[config.mk]
export PLATFORM = sky130hd
export DESIGN_NAME = vga_game_scheduler
export DESIGN_NICKNAME = d
export VERILOG_FILES = /design/src/rtl/vga_game_scheduler.sv
export SDC_FILE = /design/constraint.sdc
export NUM_CORES = 1
export LEC_CHECK = 0
export ABC_AREA = 1
export CAP_MARGIN = 20
export CORE_ASPECT_RATIO = 1.75
export CORE_MARGIN = 10
export CORE_UTILIZATION = 30
export DETAILED_ROUTE_END_ITERATION = 7
export GPL_ROUTABILITY_DRIVEN = 0
export MAX_ROUTING_LAYER = met4
export PLACE_DENSITY = 0.53
export SYNTH_ARGS = -nofsm -noshare
export SYNTH_HDL_FRONTEND = slang
export SYNTH_SLANG_ARGS = --single-unit
[constraint.sdc]
create_clock -name clk_25MHz -period 1.4 [get_ports clk_25MHz]
set_input_delay 0.42 -clock clk_25MHz [delete_from_list [all_inputs] [get_ports clk_25MHz]]
set_output_delay 0.42 -clock clk_25MHz [all_outputs]
set_load 0.02 [all_outputs]
[src/rtl/vga_game_scheduler.sv]
// Once-per-frame game controller: debounced switches move the plane, the hit
// strobe drives a PLAY/CRASH/RESPAWN state machine, and the clouds scroll.
module vga_game_scheduler #(
  parameter int H_DISPLAY       = 640,
  parameter int V_DISPLAY       = 480,
  parameter int TRI_HALF_BASE   = 75,
  parameter int TRI_HEIGHT      = 100,
  parameter int MOVE_DIV        = 4,
  parameter int CLOUD_DIV       = 2,
  parameter int CRASH_FRAMES    = 120,
  parameter int DEBOUNCE_FRAMES = 3
) (
  input  logic       clk_25MHz,
  input  logic       rst_n,
  input  logic       frame_tick,
  input  logic [3:0] sw,
  input  logic       hit_pixel,
  output logic [9:0] center_x,
  output logic [9:0] center_y,
  output logic [9:0] cloud_offset,
  output logic [1:0] game_state,
  output logic       crash_flash,
  output logic [7:0] crash_count
);

  localparam int unsigned DBW = $clog2(DEBOUNCE_FRAMES + 1);
  localparam int unsigned MW  = $clog2(MOVE_DIV + 1);
  localparam int unsigned CW  = $clog2(CLOUD_DIV + 1);

  localparam logic [9:0] X_MIN      = 10'(TRI_HALF_BASE + 1);
  localparam logic [9:0] X_MAX      = 10'(H_DISPLAY - TRI_HALF_BASE - 1);
  localparam logic [9:0] Y_MIN      = 10'(TRI_HEIGHT / 2 + 1);
  localparam logic [9:0] Y_MAX      = 10'(V_DISPLAY - TRI_HEIGHT / 2 - 1);
  localparam logic [9:0] X_HOME     = 10'(H_DISPLAY / 2);
  localparam logic [9:0] Y_HOME     = 10'(V_DISPLAY / 2);
  localparam logic [9:0] CLOUD_LAST = 10'(H_DISPLAY - 1);

  localparam logic [DBW-1:0] DB_LAST    = DBW'(DEBOUNCE_FRAMES - 1);
  localparam logic [MW-1:0]  MOVE_LAST  = MW'(MOVE_DIV - 1);
  localparam logic [CW-1:0]  CDIV_LAST  = CW'(CLOUD_DIV - 1);
  localparam logic [7:0]     TIMER_LOAD = 8'(CRASH_FRAMES - 1);

  typedef enum logic [1:0] {
    ST_PLAY    = 2'd0,
    ST_CRASH   = 2'd1,
    ST_RESPAWN = 2'd2
  } state_e;

  state_e              state_q, state_d;
  logic [3:0]          sw_meta_q, sw_meta_d;
  logic [3:0]          sw_sync_q, sw_sync_d;
  logic [3:0]          sw_db_q, sw_db_d;
  logic [3:0][DBW-1:0] db_cnt_q, db_cnt_d;
  logic                hit_q, hit_d;
  logic [MW-1:0]       move_ctr_q, move_ctr_d;
  logic [CW-1:0]       cdiv_q, cdiv_d;
  logic [7:0]          timer_q, timer_d;
  logic [7:0]          flash_ctr_q, flash_ctr_d;
  logic [9:0]          x_q, x_d;
  logic [9:0]          y_q, y_d;
  logic [9:0]          cloud_q, cloud_d;
  logic                flash_q, flash_d;
  logic [7:0]          count_q, count_d;
  logic                hit_eval;

  always_comb begin
    state_d     = state_q;
    sw_meta_d   = sw;
    sw_sync_d   = sw_meta_q;
    sw_db_d     = sw_db_q;
    db_cnt_d    = db_cnt_q;
    move_ctr_d  = move_ctr_q;
    cdiv_d      = cdiv_q;
    timer_d     = timer_q;
    flash_ctr_d = flash_ctr_q;
    x_d         = x_q;
    y_d         = y_q;
    cloud_d     = cloud_q;
    flash_d     = flash_q;
    count_d     = count_q;

    // A hit in the tick cycle itself still belongs to the frame that is ending.
    hit_eval = hit_q | hit_pixel;
    hit_d    = frame_tick ? 1'b0 : hit_eval;

    if (frame_tick) begin
      for (int unsigned i = 0; i < 4; i++) begin
        if (sw_sync_q[i] == sw_db_q[i]) begin
          db_cnt_d[i] = '0;
        end else if (db_cnt_q[i] == DB_LAST) begin
          db_cnt_d[i] = '0;
          sw_db_d[i]  = sw_sync_q[i];
        end else begin
          db_cnt_d[i] = db_cnt_q[i] + 1'b1;
        end
      end

      if (state_q != ST_CRASH) begin
        if (cdiv_q == CDIV_LAST) begin
          cdiv_d  = '0;
          cloud_d = (cloud_q == CLOUD_LAST) ? '0 : cloud_q + 10'd1;
        end else begin
          cdiv_d = cdiv_q + 1'b1;
        end
      end

      case (state_q)
        ST_PLAY: begin
          if (hit_eval) begin
            state_d     = ST_CRASH;
            timer_d     = TIMER_LOAD;
            flash_ctr_d = '0;
            flash_d     = 1'b0;
            if (count_q != '1) count_d = count_q + 8'd1;
          end else if (move_ctr_q == MOVE_LAST) begin
            move_ctr_d = '0;
            case (sw_db_q[1:0])
              2'b01:   x_d = (x_q <= X_MIN) ? X_MIN : x_q - 10'd1;
              2'b10:   x_d = (x_q >= X_MAX) ? X_MAX : x_q + 10'd1;
              default: x_d = x_q;
            endcase
            case (sw_db_q[3:2])
              2'b01:   y_d = (y_q <= Y_MIN) ? Y_MIN : y_q - 10'd1;
              2'b10:   y_d = (y_q >= Y_MAX) ? Y_MAX : y_q + 10'd1;
              default: y_d = y_q;
            endcase
          end else begin
            move_ctr_d = move_ctr_q + 1'b1;
          end
        end
        ST_CRASH: begin
          if (timer_q == '0) begin
            state_d    = ST_RESPAWN;
            x_d        = X_HOME;
            y_d        = Y_HOME;
            flash_d    = 1'b0;
            move_ctr_d = '0;
          end else begin
            timer_d     = timer_q - 8'd1;
            flash_ctr_d = flash_ctr_q + 8'd1;
            flash_d     = flash_ctr_d[3];
          end
        end
        ST_RESPAWN: state_d = ST_PLAY;
        default:    state_d = ST_PLAY;
      endcase
    end
  end

  always_ff @(posedge clk_25MHz) begin
    if (!rst_n) begin
      state_q     <= ST_PLAY;
      sw_meta_q   <= '0;
      sw_sync_q   <= '0;
      sw_db_q     <= '0;
      db_cnt_q    <= '0;
      hit_q       <= 1'b0;
      move_ctr_q  <= '0;
      cdiv_q      <= '0;
      timer_q     <= '0;
      flash_ctr_q <= '0;
      x_q         <= X_HOME;
      y_q         <= Y_HOME;
      cloud_q     <= '0;
      flash_q     <= 1'b0;
      count_q     <= '0;
    end else begin
      state_q     <= state_d;
      sw_meta_q   <= sw_meta_d;
      sw_sync_q   <= sw_sync_d;
      sw_db_q     <= sw_db_d;
      db_cnt_q    <= db_cnt_d;
      hit_q       <= hit_d;
      move_ctr_q  <= move_ctr_d;
      cdiv_q      <= cdiv_d;
      timer_q     <= timer_d;
      flash_ctr_q <= flash_ctr_d;
      x_q         <= x_d;
      y_q         <= y_d;
      cloud_q     <= cloud_d;
      flash_q     <= flash_d;
      count_q     <= count_d;
    end
  end

  assign center_x     = x_q;
  assign center_y     = y_q;
  assign cloud_offset = cloud_q;
  assign game_state   = state_q;
  assign crash_flash  = flash_q;
  assign crash_count  = count_q;

endmodule

---- Word level (Yosys, flattened, before mapping) ----
Cells that the tools add are included.
Widths: inputs -> output; s select.
storage, ports and cells
  register bits after elaboration ......... 83
  output and inout bits ................... 41
  word-level logic and storage cells ...... 127
cells by class
  add/sub/neg operators ................... 14
  magnitude comparators ................... 4
  equal/unequal tests ..................... 25
  muxes and demuxes ....................... 40
  bitwise logic cells ..................... 6
  reductions and logical operators ........ 17
operators with widths
  operator               number
  $mux 10                11
  $pmux 10 s2            4
  $mux 8                 4
  $pmux 8 s2             2
  $add 10x1->10 const B  3
  $mux 2                 11
  $reduce_and 3->1       7
  $sub 10x1->10 const B  2
  $add 8x1->8 const B    2
  $eq 2x2->1 const B     6
  $reduce_and 4->1       3
  $reduce_and 6->1       2
  $add 2x1->2 const B    5
  $eq 10x10->1 const B   1
  $ge 10x10->1 const B   1
  $ge 10x9->1 const B    1
  $le 10x6->1 const B    1
  $le 10x7->1 const B    1
  $ne 2x2->1 const B     5
  $mux 3                 3
  $eq 2x1->1 const B     4
  $logic_not 8->1        1
  $ne 8x8->1 const B     1
  $sub 8x1->8 const B    1
  other kinds (15)       24

---- Logic depth before layout (Yosys ltp) ----
  depth in word-level cells ............... 6
  depth in mapped cells ................... 13
  mapped depth without buffers ............ 13

---- Least setup slack after synthesis ----
OpenSTA, ideal clock, no wires.
  path type ............................... reg2reg
  from .................................... register y_q[0] (netlist: center_y[0])
  to ...................................... register y_q[2] (netlist: center_y[2])
  setup time .............................. 0.070 ns
  data arrival time ....................... 1.561 ns
  data required time ...................... 1.330 ns
  slack ................................... -0.231 ns
  cell stages (with the launch flop) ...... 10
  cells stage by stage .................... dfxtp_1 -> inv_1 -> ha_1 -> nand2_1 -> nand3_1 -> o21ai_0 -> nor2_1 -> nand2_1 -> nand3_1 -> a21oi_1
between the ends
  longest elaborated chain between the ends .. 6
  elaborated cells between the ends (all ways) .. 10
  classes of those cells .................. 2 x add/sub; 2 x order compare; 6 x mux
RTL lines
  item                                         RTL line  source
  start, declared                              60        logic [9:0] y_q, y_d;
  start signal, assigned                       179       y_q <= y_d;
  $add 10x1->10, or another cell as far along  124       2'b10: y_d = (y_q >= Y_MAX) ? Y_MAX : y_q + 10'd1;
  $mux 10 (on tied branches)                   124, 123
  $pmux 10 s2 *                                122       case (sw_db_q[3:2])
  $mux 10 *                                    115       end else if (move_ctr_q == MOVE_LAST) begin
  $mux 10 *                                    109       if (hit_eval) begin
  $pmux 10 s2 *                                107       case (state_q)
Every way passes the cells marked *; elsewhere a longest branch is shown, timed or not. The select of a mux whose other input is x is not followed.
A chain may end at the register's enable or synchronous reset.

---- Worst setup path after layout ----
  from .................................... register timer_q[0]
  to ...................................... register x_q[8] (netlist: center_x[8])
between the ends
  longest elaborated chain between the ends .. 3
RTL lines
  item                               RTL line  source
  start, declared                    57        logic [7:0] timer_q, timer_d;
  start signal, assigned             176       timer_q <= timer_d;
  $logic_not 8->1                    132       if (timer_q == '0) begin
  $ne 2x2->1 (no source line)        -
  $reduce_and 6->1 (no source line)  -
  end signal, assigned               162       x_q <= X_HOME;
  end signal, assigned               178       x_q <= x_d;
  end, declared                      59        logic [9:0] x_q, x_d;
No other way between the ends.

==> results.md <==
* IO buf count at 48
* Chip Height at 184 µm
* EDFF count, synth at 0
* Vias in the first global route at 4997
* Post-Syn Area at 4600 µm²
* Share of layout cells above drive strength 1 at 35.7%
* Max-cap violation count at 0
* Post-synthesis sequential area ratio at 34.4%
* Clock sinks at 79
* Final max-slew violation count at 0
* Endpoints failing hold at 0
* Ant. Diodes at 0
* Critical path class: reg2reg
* DRT iter0 DRCs at 170
* Least-Margin Pin Slew at 0.291 ns
* CTS tree: built
* Leading cell type in the layout, fill and taps excluded: nand2_1
* Failing checks: setup timing
* CP arrival at 1.74 ns
* Tightest Hold Check Type: reg2reg
* Final worst slack at -0.110 ns
* Crit start category: register
* Commonest non-fill, non-tap cells in the layout: 174 x nand2_1, 142 x buf_4, 86 x inv_1
* Cells along the critical path: inv_2 -> ha_4 -> nand3_4 -> nor3_4 -> nor2_2 -> nor2_2 -> buf_6 -> nand2_8 -> a21oi_2 -> nand2_1
* Initial antenna violation count at 0
* Worst path slowest cell: dfxtp_2
* Global-route wire length before repair at 22.8 mm
* Post-route antenna net violation count at 0
* Via count at 5089
* Worst-path fanout max at 5
* Synth cell types at 34
* Met3 usage at 1.80%
* Synth Flop Type: dfxtp_1
* H-tree depth at 3
* Relative slew slack at 80.5%
* Synthesis Warnings at 0
* Pwr/cell area at 893 nW/µm²
* Fin nets at 927
* GR Util met2 at 25.2%
* FF+latch count, synth at 79
* Period minus WS final at 1.51 ns
* Yosys top cell area share at 34.4%
* DR vias/cell at 4.65
* HPWL after DPL at 10.6 mm
* Filler cell count at 1564
* Max Clock Skew at 0.00746 ns
* Post-synth ARST share at 0%
* Largest net degree at the start of global routing at 32
* Unrepaired setup endpoints after global routing: true
* Clk root buf: clkbuf_16
* Worst EP required at 1.63 ns
* IO Pins at 49
* Most used cell, CP: nor2_2
* Wire length per cell at 12.7 µm
* Fin util at 46.7%
* Clk slew on worst S/H paths at 0.06 ns
* Syn Inst Count at 713
* Num CTS Buffers at 9
* Status: complete, but fails checks
* Worst path max stage delay at 0.32 ns
* Routing usage on met1 at 13.4%
* Final worst path period share at 108%
* Die X at 114 µm
* Hold_buf cts at 0
* Drc violations at 0
* DIE AREA at 20900 µm²
* Largest area contributor in the netlist: dfxtp_1
* Maximum clock rate at 662 MHz
* P&R area growth vs syn at 52.2%
* GRT Util Overall at 13.5%
* Max VDD drop at 0.000594 V
* Core area at 15000 µm²
* Std-Cell Rows at 59
* Final wirelength at 13.8 mm
* Worst setup EP type: register
* Starting Density at 30.7%
* Dominant cells by area after synthesis: dfxtp_1 34%, nand2_1 15%, nand3_1 7.8%, inv_1 7.8%, a21oi_1 6.1%
* Clock tree buffer depth at 2
* Crit path max-delay family: simple AND/OR/NAND/NOR gates
* Top Usage Layer GRT: met2
* Final setup violation count at 37
* Syn Area/Cell at 6.45 µm²
* Worst path buffer plus inverter count at 2
* Aggregate global routing overflow at 0
* Worst skew pair latency at 0.34 ns
* Syn nets at 732
* First drt pass iteration count at 4
* Leakage at 3.24 nW
* Pre-CTS setup slack at -0.671 ns
[synth_stat cells (all sizes together) (4+ instances only)]
library cell    n
xnor2           8
xor2           17
nand3          72
clkbuf          7
nor2           77
nor3           21
ha             11
dfxtp          79
a21oi          56
buf            11
o22ai           4
nand4          16
inv           104
o21ai          25
nand2         198
[worst paths after layout]
kind              cells past startpoint            to  slack [ns]          from
setup / recovery                     10   center_x[8]       -0.11    timer_q[0]
hold / removal                        2  sw_sync_q[2]        0.41  sw_meta_q[2]
setup reg to reg                     10   center_x[8]       -0.11    timer_q[0]
hold reg to reg                       2  sw_sync_q[2]        0.41  sw_meta_q[2]
[logic make-up (layout without fill, tap and decap cells)]
| group | count (synthesis) | count (layout) | share of synthesized area, % |
|---|---|---|---|
| AO/OA/AOI/OAI | 91 | 91 | 10.4 |
| adder cells (fa/ha/maj) | 11 | 11 | 2.99 |
| XOR/XNOR | 25 | 25 | 4.76 |
| flip-flops | 79 | 79 | 34.4 |
| buffers and inverters | 122 | 319 | 10.7 |
| AND/OR/NAND/NOR | 385 | 386 | 36.8 |
[final cells by class]
type	instances	area, µm²	area share, %
inverter	104	405	5.79
sequential	79	1620	23.1
multi-input combinational	513	2890	41.2
tap	183	229	3.27
clock buffer	12	278	3.97
timing repair buffer	201	1550	22.1
clock inverter	2	36.3	0.518
[power by group]
group	leakage, nW	total [mW]	switching [mW]	internal, mW
Clock	0.156	2.49	0.924	1.57
Sequential	0.650	2.40	0.0710	2.33
Combinational	2.43	1.35	0.730	0.623
[through the flow]
step | cells | power (mW) | instance area [µm²] | hold slack (ns) | setup TNS (ns)
after floorplan | 713 | 3.05 | 4670 | 0.390 | -0.603
after global placement | 1067 | 3.57 | 6350 | 0.400 | -36.45
after detailed placement | 1067 | 3.57 | 6350 | 0.399 | -36.97
after CTS | 1086 | 6.20 | 6780 | 0.412 | -3.81
after global routing | 1094 | 6.54 | 7000 | 0.438 | -7.16
final | 1094 | 6.25 | 7000 | 0.408 | -1.85
[flip-flops by register name, summed over array words and instances, names as in the netlist]
name          flops
cdiv_q            2
center_x         10
center_y         10
cloud_offset     10
crash_count       8
crash_flash       1
db_cnt_q          8
flash_ctr_q       4
game_state        2
hit_q             1
move_ctr_q        3
sw_db_q           4
sw_meta_q         4
sw_sync_q         4
timer_q           8
[routing by layer]
layer	up-vias	part of all wire, %
li1	2675	-
met1	2313	39
met2	81	56
met3	20	2.7
met4	0	2.5
met5	-	0
[worst min-delay path, delay by kind of cell (launching register included)]
| family | cells | cell delay (ns) |
|---|---|---|
| simple gates | 1 | 0.04 |
| flops | 1 | 0.30 |
| buf+inv | 1 | 0.04 |
[timing repair]
| action | in CTS | in global routing |
|---|---|---|
| gates cloned | 0 | 1 |
| setup endpoints to repair | 101 | 65 |
| resized for setup | 196 | 77 |
| pin swaps | 12 | 26 |
| buffers inserted | 6 | 8 |
Note: power is estimated with default switching activity, not from simulation.
